[config.mk]
export PLATFORM = sky130hd
export DESIGN_NAME = uart_rx_deserializer
export DESIGN_NICKNAME = d
export VERILOG_FILES = /design/src/rtl/uart_rx_deserializer.sv
export SDC_FILE = /design/constraint.sdc
export NUM_CORES = 1
export LEC_CHECK = 0
export BUFFER_PORTS_ARGS = -buffer_cell sky130_fd_sc_hd__clkbuf_2
export CAP_MARGIN = 40
export CORE_UTILIZATION = 30
export DETAILED_ROUTE_END_ITERATION = 12
export SETUP_SLACK_MARGIN = 0.1
export SYNTH_ARGS = -nofsm -noshare
export SYNTH_HDL_FRONTEND = slang
export SYNTH_SLANG_ARGS = --single-unit
[constraint.sdc]
create_clock -name writeClk_in -period 2.19 [get_ports writeClk_in]
set_clock_uncertainty 0.1 [all_clocks]
set_input_delay 0.219 -clock writeClk_in [delete_from_list [all_inputs] [get_ports writeClk_in]]
set_output_delay 0.219 -clock writeClk_in [all_outputs]
set_load 0.005 [all_outputs]
[src/rtl/uart_rx_deserializer.sv]
// uart_rx_deserializer: UART receive front end feeding the RX FIFO write port.
// Synchronizes rx_in, oversamples with a baud tick, recovers LSB-first frames
// using a 3-sample majority vote and strobes each good byte into the FIFO.
// Framing and overrun conditions are kept as sticky flags until clearErr_in.
// Optional macro UART_RX_PARITY_EN adds a parity bit (PARITY_ODD selects odd)
// and a sticky parityErr_flag; undefined builds are plain 8N1.
module uart_rx_deserializer #(
  parameter int BAUD_DIV       = 27,
  parameter int OVERSAMPLE_POW = 4,
  parameter int DATA_BITS      = 8
`ifdef UART_RX_PARITY_EN
  ,
  parameter int PARITY_ODD     = 0
`endif
) (
  input  logic                 writeClk_in,
  input  logic                 rstN,
  input  logic                 rx_in,
  input  logic                 inReady_in,
  input  logic                 clearErr_in,
  output logic [DATA_BITS-1:0] data_out,
  output logic                 writeEn_out,
  output logic                 busy_out,
  output logic                 framingErr_flag,
`ifdef UART_RX_PARITY_EN
  output logic                 parityErr_flag,
`endif
  output logic                 overrun_flag
);

  localparam int CNT_W = (BAUD_DIV > 1) ? $clog2(BAUD_DIV) : 1;
  localparam int IDX_W = (DATA_BITS > 1) ? $clog2(DATA_BITS) : 1;
  localparam int OS_W  = OVERSAMPLE_POW;

  localparam logic [CNT_W-1:0] BAUD_LAST  = CNT_W'(BAUD_DIV - 1);
  localparam logic [OS_W-1:0]  SAMP_EARLY = OS_W'((1 << (OS_W - 1)) - 1);
  localparam logic [OS_W-1:0]  SAMP_MID   = OS_W'(1 << (OS_W - 1));
  localparam logic [OS_W-1:0]  SAMP_LATE  = OS_W'((1 << (OS_W - 1)) + 1);
  localparam logic [OS_W-1:0]  SAMP_LAST  = {OS_W{1'b1}};
  localparam logic [IDX_W-1:0] IDX_LAST   = IDX_W'(DATA_BITS - 1);

  localparam logic [2:0] IDLE   = 3'd0;
  localparam logic [2:0] START  = 3'd1;
  localparam logic [2:0] DATA   = 3'd2;
  localparam logic [2:0] STOP   = 3'd3;
`ifdef UART_RX_PARITY_EN
  localparam logic [2:0] PARITY     = 3'd4;
  localparam logic [2:0] AFTER_DATA = PARITY;
  localparam logic       PAR_ODD    = (PARITY_ODD != 0);
`else
  localparam logic [2:0] AFTER_DATA = STOP;
`endif

  logic                 r_rxMeta;
  logic                 r_rxSync;
  logic [CNT_W-1:0]     r_baudCnt;
  logic [OS_W-1:0]      r_sampCnt;
  logic [2:0]           r_state;
  logic                 r_armed;
  logic                 r_smpEarly;
  logic                 r_smpMid;
  logic [DATA_BITS-1:0] r_shift;
  logic [IDX_W-1:0]     r_bitIdx;
  logic [DATA_BITS-1:0] r_data;
  logic                 r_wrEn;
  logic                 r_framingErr;
  logic                 r_overrun;
`ifdef UART_RX_PARITY_EN
  logic                 r_parBit;
  logic                 r_parityErr;
`endif

  logic w_tick;
  logic w_startGo;
  logic w_atEarly;
  logic w_atMid;
  logic w_atLate;
  logic w_atLast;
  logic w_maj;
  logic w_parOk;
  logic w_stopDecide;
  logic w_writeGo;
  logic w_setFraming;
  logic w_setOverrun;

  assign w_tick    = (r_baudCnt == BAUD_LAST);
  // Start is accepted only after the line has been seen idle-high (break guard)
  assign w_startGo = (r_state == IDLE) && r_armed && !r_rxSync;
  assign w_atEarly = w_tick && (r_sampCnt == SAMP_EARLY);
  assign w_atMid   = w_tick && (r_sampCnt == SAMP_MID);
  assign w_atLate  = w_tick && (r_sampCnt == SAMP_LATE);
  assign w_atLast  = w_tick && (r_sampCnt == SAMP_LAST);
  // Third vote is the live synchronized sample at the decision tick
  assign w_maj     = (r_smpEarly & r_smpMid) | (r_smpEarly & r_rxSync) | (r_smpMid & r_rxSync);

`ifdef UART_RX_PARITY_EN
  assign w_parOk   = ((^r_shift) ^ r_parBit) == PAR_ODD;
`else
  assign w_parOk   = 1'b1;
`endif

  assign w_stopDecide = (r_state == STOP) && w_atLate;
  assign w_writeGo    = w_stopDecide && w_maj && w_parOk && inReady_in;
  assign w_setFraming = w_stopDecide && !w_maj;
  assign w_setOverrun = w_stopDecide && w_maj && w_parOk && !inReady_in;

  assign data_out        = r_data;
  assign writeEn_out     = r_wrEn;
  assign busy_out        = (r_state != IDLE);
  assign framingErr_flag = r_framingErr;
  assign overrun_flag    = r_overrun;
`ifdef UART_RX_PARITY_EN
  assign parityErr_flag  = r_parityErr;
`endif

  // Two-flop synchronizer; resets to the idle-high line level
  always_ff @(posedge writeClk_in) begin
    if (!rstN) begin
      r_rxMeta <= 1'b1;
      r_rxSync <= 1'b1;
    end else begin
      r_rxMeta <= rx_in;
      r_rxSync <= r_rxMeta;
    end
  end

  // Oversample tick divider, re-phased on every accepted start edge
  always_ff @(posedge writeClk_in) begin
    if (!rstN || w_startGo || w_tick) begin
      r_baudCnt <= '0;
    end else begin
      r_baudCnt <= r_baudCnt + 1'b1;
    end
  end

  // Per-bit sample position and the two early majority samples
  always_ff @(posedge writeClk_in) begin
    if (!rstN) begin
      r_sampCnt  <= '0;
      r_smpEarly <= 1'b1;
      r_smpMid   <= 1'b1;
    end else begin
      if (r_state == IDLE) begin
        r_sampCnt <= '0;
      end else if (w_tick) begin
        r_sampCnt <= r_sampCnt + 1'b1;
      end
      if (w_atEarly) r_smpEarly <= r_rxSync;
      if (w_atMid)   r_smpMid   <= r_rxSync;
    end
  end

  // Frame sequencing, bit assembly and the one-cycle FIFO write strobe
  always_ff @(posedge writeClk_in) begin
    if (!rstN) begin
      r_state  <= IDLE;
      r_armed  <= 1'b0;
      r_bitIdx <= '0;
      r_shift  <= '0;
      r_data   <= '0;
      r_wrEn   <= 1'b0;
`ifdef UART_RX_PARITY_EN
      r_parBit <= 1'b0;
`endif
    end else begin
      r_wrEn <= w_writeGo;
      if (w_writeGo) r_data <= r_shift;
      case (r_state)
        IDLE: begin
          if (r_rxSync) begin
            r_armed <= 1'b1;
          end else if (r_armed) begin
            r_state <= START;
            r_armed <= 1'b0;
          end
        end
        START: begin
          if (w_atLate && w_maj) begin
            r_state <= IDLE;
          end else if (w_atLast) begin
            r_state  <= DATA;
            r_bitIdx <= '0;
          end
        end
        DATA: begin
          if (w_atLate) r_shift <= {w_maj, r_shift[DATA_BITS-1:1]};
          if (w_atLast) begin
            if (r_bitIdx == IDX_LAST) begin
              r_state <= AFTER_DATA;
            end else begin
              r_bitIdx <= r_bitIdx + 1'b1;
            end
          end
        end
`ifdef UART_RX_PARITY_EN
        PARITY: begin
          if (w_atLate) r_parBit <= w_maj;
          if (w_atLast) r_state <= STOP;
        end
`endif
        STOP: begin
          // Leave half a bit early so a back-to-back start edge is not missed
          if (w_atLate) r_state <= IDLE;
        end
        default: r_state <= IDLE;
      endcase
    end
  end

  // Sticky error flags; a new error outranks a simultaneous clear
  always_ff @(posedge writeClk_in) begin
    if (!rstN) begin
      r_framingErr <= 1'b0;
      r_overrun    <= 1'b0;
`ifdef UART_RX_PARITY_EN
      r_parityErr  <= 1'b0;
`endif
    end else begin
      if (w_setFraming)     r_framingErr <= 1'b1;
      else if (clearErr_in) r_framingErr <= 1'b0;
      if (w_setOverrun)     r_overrun <= 1'b1;
      else if (clearErr_in) r_overrun <= 1'b0;
`ifdef UART_RX_PARITY_EN
      if (w_stopDecide && w_maj && !w_parOk) r_parityErr <= 1'b1;
      else if (clearErr_in)                  r_parityErr <= 1'b0;
`endif
    end
  end

endmodule

[Word-level counts from Yosys, hierarchy flattened]
Index checks and enable logic that the tools add are counted.
Word-level totals
  flip-flop bits (word level): 39
  input port bits: 5
Cells by class
  $add $sub $neg: 3
  eq/ne operators: 18
  multiplexer cells: 17
  bitwise logic cells: 6
  reductions and logical operators: 27
Operators by type and width (number)
  $mux 3: 11
  $ne 2x2->1 const B: 8
  $eq 4x4->1 const B: 3
  $logic_and 1x1->1: 12
  $pmux 3 s4: 1
  $eq 3x2->1 const B: 2
  $pmux 3 s2: 1
  $reduce_and 6->1: 1
  $reduce_bool 2->1: 3
  $add 5x1->5 const B: 1
  $eq 5x5->1 const B: 1
  $reduce_and 5->1: 1
  $add 4x1->4 const B: 1
  $eq 4x3->1 const B: 1
  $logic_not 1->1: 4
  $mux 1: 4
  $add 3x1->3 const B: 1
  $and 1x1->1: 3
  $eq 3x1->1 const B: 1
  $eq 3x3->1 const B: 1
  $logic_not 3->1: 1
  $ne 3x3->1 const B: 1
  $reduce_bool 3->1: 1
  $logic_or 1x1->1: 2
  4 further kinds: 5

[Logic depth before layout (Yosys ltp)]
  word-level depth: 6
  mapped depth: 8
  mapped depth without buffers: 6

[Least setup slack after synthesis]
Ideal clock, no wire load.
  path type: reg2reg
  start point: register r_baudCnt[0]
  end point: register r_bitIdx[0]
  library setup time: 0.121 ns
  data arrival time: 1.406 ns
  required time: 1.969 ns
  path slack: 0.563 ns
  stages on the path, launching flop included: 9
  buffers on the path: 2
  cells stage by stage: dfxtp_1 > inv_1 > ha_1 > and4b_1 > buf_6 > buf_12 > nand2_2 > o21a_1 > mux2_4
On the way
  word-level cells in the longest chain between the ends: 5
  elaborated cells between the ends (all ways): 8
  those cells by class: eq/ne: 4; reduce/logical: 4
Ends and longest elaborated chain
  start: declaration: line 56  | logic [CNT_W-1:0] r_baudCnt;
  start signal: assignment: line 132  | r_baudCnt <= r_baudCnt + 1'b1;
  $eq 5x5->1 *: line 86  | assign w_tick = (r_baudCnt == BAUD_LAST);
  $logic_and 1x1->1: line 91  | assign w_atLate = w_tick && (r_sampCnt == SAMP_LATE);
  $logic_and 1x1->1: line 178  | if (w_atLate && w_maj) begin
  $ne 2x2->1 (no source line)
  $reduce_and 5->1 (no source line) *
  end signal: assignment: line 191  | r_bitIdx <= r_bitIdx + 1'b1;
  end: declaration: line 63  | logic [IDX_W-1:0] r_bitIdx;
Mark *: on every way between the ends. The rest lies on a longest branch, timed or not.
A chain may end at the register's enable or synchronous reset.

[Final worst setup path]
Ends and elaborated chain as after synthesis.

==> flow_summary_export.csv <==
group,metric,value,unit
drt,wire_per_inst,11.66,µm
timing,rsz0062_at_grt,"false",
floorplan,pin_count,17,
floorplan,die_area,5716,µm²
floorplan,core-area,5172,µm²
timing,tightest_slew,0.3674,ns
drt,first_pass_iters,4,
setup_path,critPathMaxFanout,11,
yosys,netlist_instances,174,
clock_tree,cts_buffer_depth,2,
clock_tree,clk-insertion-delay-late,0.30,ns
global_route,grt.overflow.total,0,
setup_path,path_class,"flip-flop to flip-flop",
placed_design,dp_hpwl,2.140,mm
global_route,met1_usage,14.82,%
layout,fillers,522,
global_route,grt_pass1_vias,1131,
run_status,status,"finished, final reports clean",
setup_path,required,2.33,ns
drt,antenna_left,0,
pwr,sequentialPowerShare,52.2,%
floorplan,rows,26,
placed_design,dpl_worst_slack,0.4002,ns
drt,drtIter0Drc,68,
placed_design,portBuffers,16,
layout,final_cell_mix,"dfxtp_1 (38), nor2_1 (19), clkbuf_2 (16), a21oi_1 (14), nand2_1 (12)",
yosys,ys_warn_count,0,
timing,hold_viol_final,0,
global_route,gr-usage-met3,3.307,%
timing,fin_tns_setup,0,ns
clock_tree,cts.sinks,38,
drt,via_per_inst,4.739,
layout,drive_above_1_share,15.98,%
global_route,grt_max_degree,23,
timing,setup_viol,0,
clock_tree,cts_root_buf,"clkbuf_8",
clock_tree,postCtsSetupBuffers,0,
yosys,yosys.cell_types.count,36,
yosys,syn_area,1625,µm²
clock_tree,htree_levels,2,
global_route,gr-usage-met2,19.05,%
layout,utilization,36.38,%
drt,wl,3.077,mm
global_route,top_usage_layer,"met2",
setup_path,critPathLaunch,"r_baudCnt[0]$_SDFF_PP0_",
setup_path,worst_ep_arrival_time,1.94,ns
global_route,grt_usage,12.13,%
timing,slew_viol_final,0,
setup_path,endpoint_kind,"flip-flop",
pwr,p_comb_share,3.0,%
layout,ff_latch_area,760.7,µm²
timing,max_freq,0.5540,GHz
timing,finalCritPeriodShare,82.43,%
hold_path,hp-class,"input pin to flip-flop",
drt,route.detailed.drc,0,
layout,final_nets,205,
drt,dr_total_vias,1251,
pwr,total_leakage_power,0.0007952,µW
timing,maxSlewHeadroom,75.45,%
setup_path,rr_startpoint,"r_baudCnt[0]$_SDFF_PP0_",
clock_tree,cts_tree,"done",
floorplan,die_h,75.61,µm
yosys,ys_seq_elements,38,
yosys,synth_area_per_cell,9.341,µm²
job,max_cap_viol_count,0,
yosys,yosysSeqAreaShare,46.81,%
global_route,grt_pass1_wl,5.057,mm
setup_path,crit_path_start_kind,"flip-flop",
timing,worst_slack,0.3848,ns
layout,multiInputGateArea,777.0,µm²
pwr,switching_share,22.11,%
pwr,power.switching,299.1,µW
floorplan,initial_utilization,31.42,%
pwr,pwr_density_cell,719.0,nW/µm²
placed_design,placed_cells,255,
global_route,antenna_found_initial,0,
layout,antenna_cells,0,
yosys,synth.net_count,186,
clock_tree,clk_pin_slew,0.09,ns
clock_tree,cts-buffers-inserted,5,
layout,fin_cells,264,
layout,final_common_cell,"dfxtp_1",
pwr,ir_drop,388.3,µV
placed_design,gp_congestion,0.7358,
pwr,clockPowerShare,44.8,%
pwr,internal_power,1054,µW
floorplan,die-width,75.61,µm
timing,period_needed,1.805,ns
hold_path,min-delay-start,"clearErr_in",
layout,synthToLayoutAreaGrowth,15.78,%
==> worst max-delay path, cell delays in order, from the launching register on <==
cell,delay [ns]
dfxtp_1,0.34
inv_1,0.06
ha_1,0.15
and4b_1,0.27
buf_4,0.21
nand3_1,0.11
nor3_1,0.30
mux2_4,0.21
==> per-layer routing <==
layer | up-vias | part of all wire, %
li1 | 649 | -
met1 | 585 | 50
met5 | - | 0
met2 | 11 | 45
met3 | 6 | 2.6
met4 | 0 | 2.5
==> cell usage after synthesis, drive strengths merged <==
master	number	area share, %
nor2b	2	0.77
xor2	3	1.6
o2111ai	1	0.54
buf	3	2.4
o21ai	8	2.5
and4b	1	0.62
and3	1	0.46
nand4	12	5.0
nand3b	2	0.92
mux2	1	0.92
mux2i	10	6.2
and2	1	0.39
nor3	3	0.92
a22o	2	1.1
nand2	13	3.2
o21a	1	0.46
maj3	1	0.62
inv	8	1.8
nor3b	1	0.46
clkbuf	5	1.2
dfxtp	38	47
nor2	19	4.4
nand3	6	1.8
ha	7	5.4
nand2b	3	1.2
xnor2	2	1.1
nand4b	2	1.1
a31oi	1	0.39
a21oi	14	4.3
a2bb2oi	1	0.54
o221ai	1	0.54
and4	1	0.54
==> area by class of cell <==
cell class | count | share of cell area [%]
Clock inverter | 3 | 2.394
Timing Repair Buffer | 20 | 5.984
Sequential cell | 38 | 40.43
Multi-Input combinational cell | 120 | 41.29
Inverter | 8 | 1.596
Clock buffer | 5 | 3.657
Tap cell | 70 | 4.654
==> per-stage QoR <==
stage | instance area (µm²) | hold WS [ns] | total power [µW]
5_1_grt | 1882 | 0.09544 | 1404
3_5_place_dp | 1758 | 0.3053 | 762.8
3_3_place_gp | 1758 | 0.2914 | 762.6
2_1_floorplan | 1625 | 0.2205 | 749.8
4_1_cts | 1882 | 0.08529 | 1370
6_report | 1882 | 0.08796 | 1353
==> power groups by stage <==
stage | logic [µW] | registers [µW] | clock network, µW
after floorplan | 28.3 | 721 | 0
after global placement | 39.7 | 723 | 0
after detailed placement | 39.6 | 723 | 0
after CTS | 41.2 | 707 | 622
after global routing | 47.5 | 708 | 649
final | 40.7 | 707 | 605
==> kinds of logic after synthesis <==
kind of cell | count (synthesis) | share of synthesized area, %
AOI/OAI and AO/OA | 29 | 10.32
xor gates and xnor gates | 5 | 2.695
adders and majority gates | 8 | 6.004
buffers and inverters | 16 | 5.389
DFF | 38 | 46.81
muxes | 11 | 7.082
and+or+nand+nor | 67 | 21.71
==> worst paths after layout <==
| kind | end | slack [ns] | cells past startpoint |
|---|---|---|---|
| worst min register to register | r_rxSync$_SDFF_PN1_ | 0.32 | 1 |
| worst max-delay path | r_bitIdx[0]$_SDFFE_PN0P_ | 0.38 | 7 |
| worst min-delay path | overrun_flag$_SDFFE_PN0P_ | 0.09 | 3 |
| worst max register to register | r_bitIdx[0]$_SDFFE_PN0P_ | 0.38 | 7 |
==> state kept, by name, indices dropped and copies added, names as in the netlist, 2 cells and up <==
name and flops:
r_bitIdx 3, data_out 8, r_shift 8, r_baudCnt 5, r_state 2, r_sampCnt 4
==> what timing repair did <==
action,in CTS,in global routing
hold buffers,1,0
endpoints found under the setup margin,0,0
endpoints found under the hold margin,1,0
gates resized for setup,0,0
(Power assumes the default switching activity.)
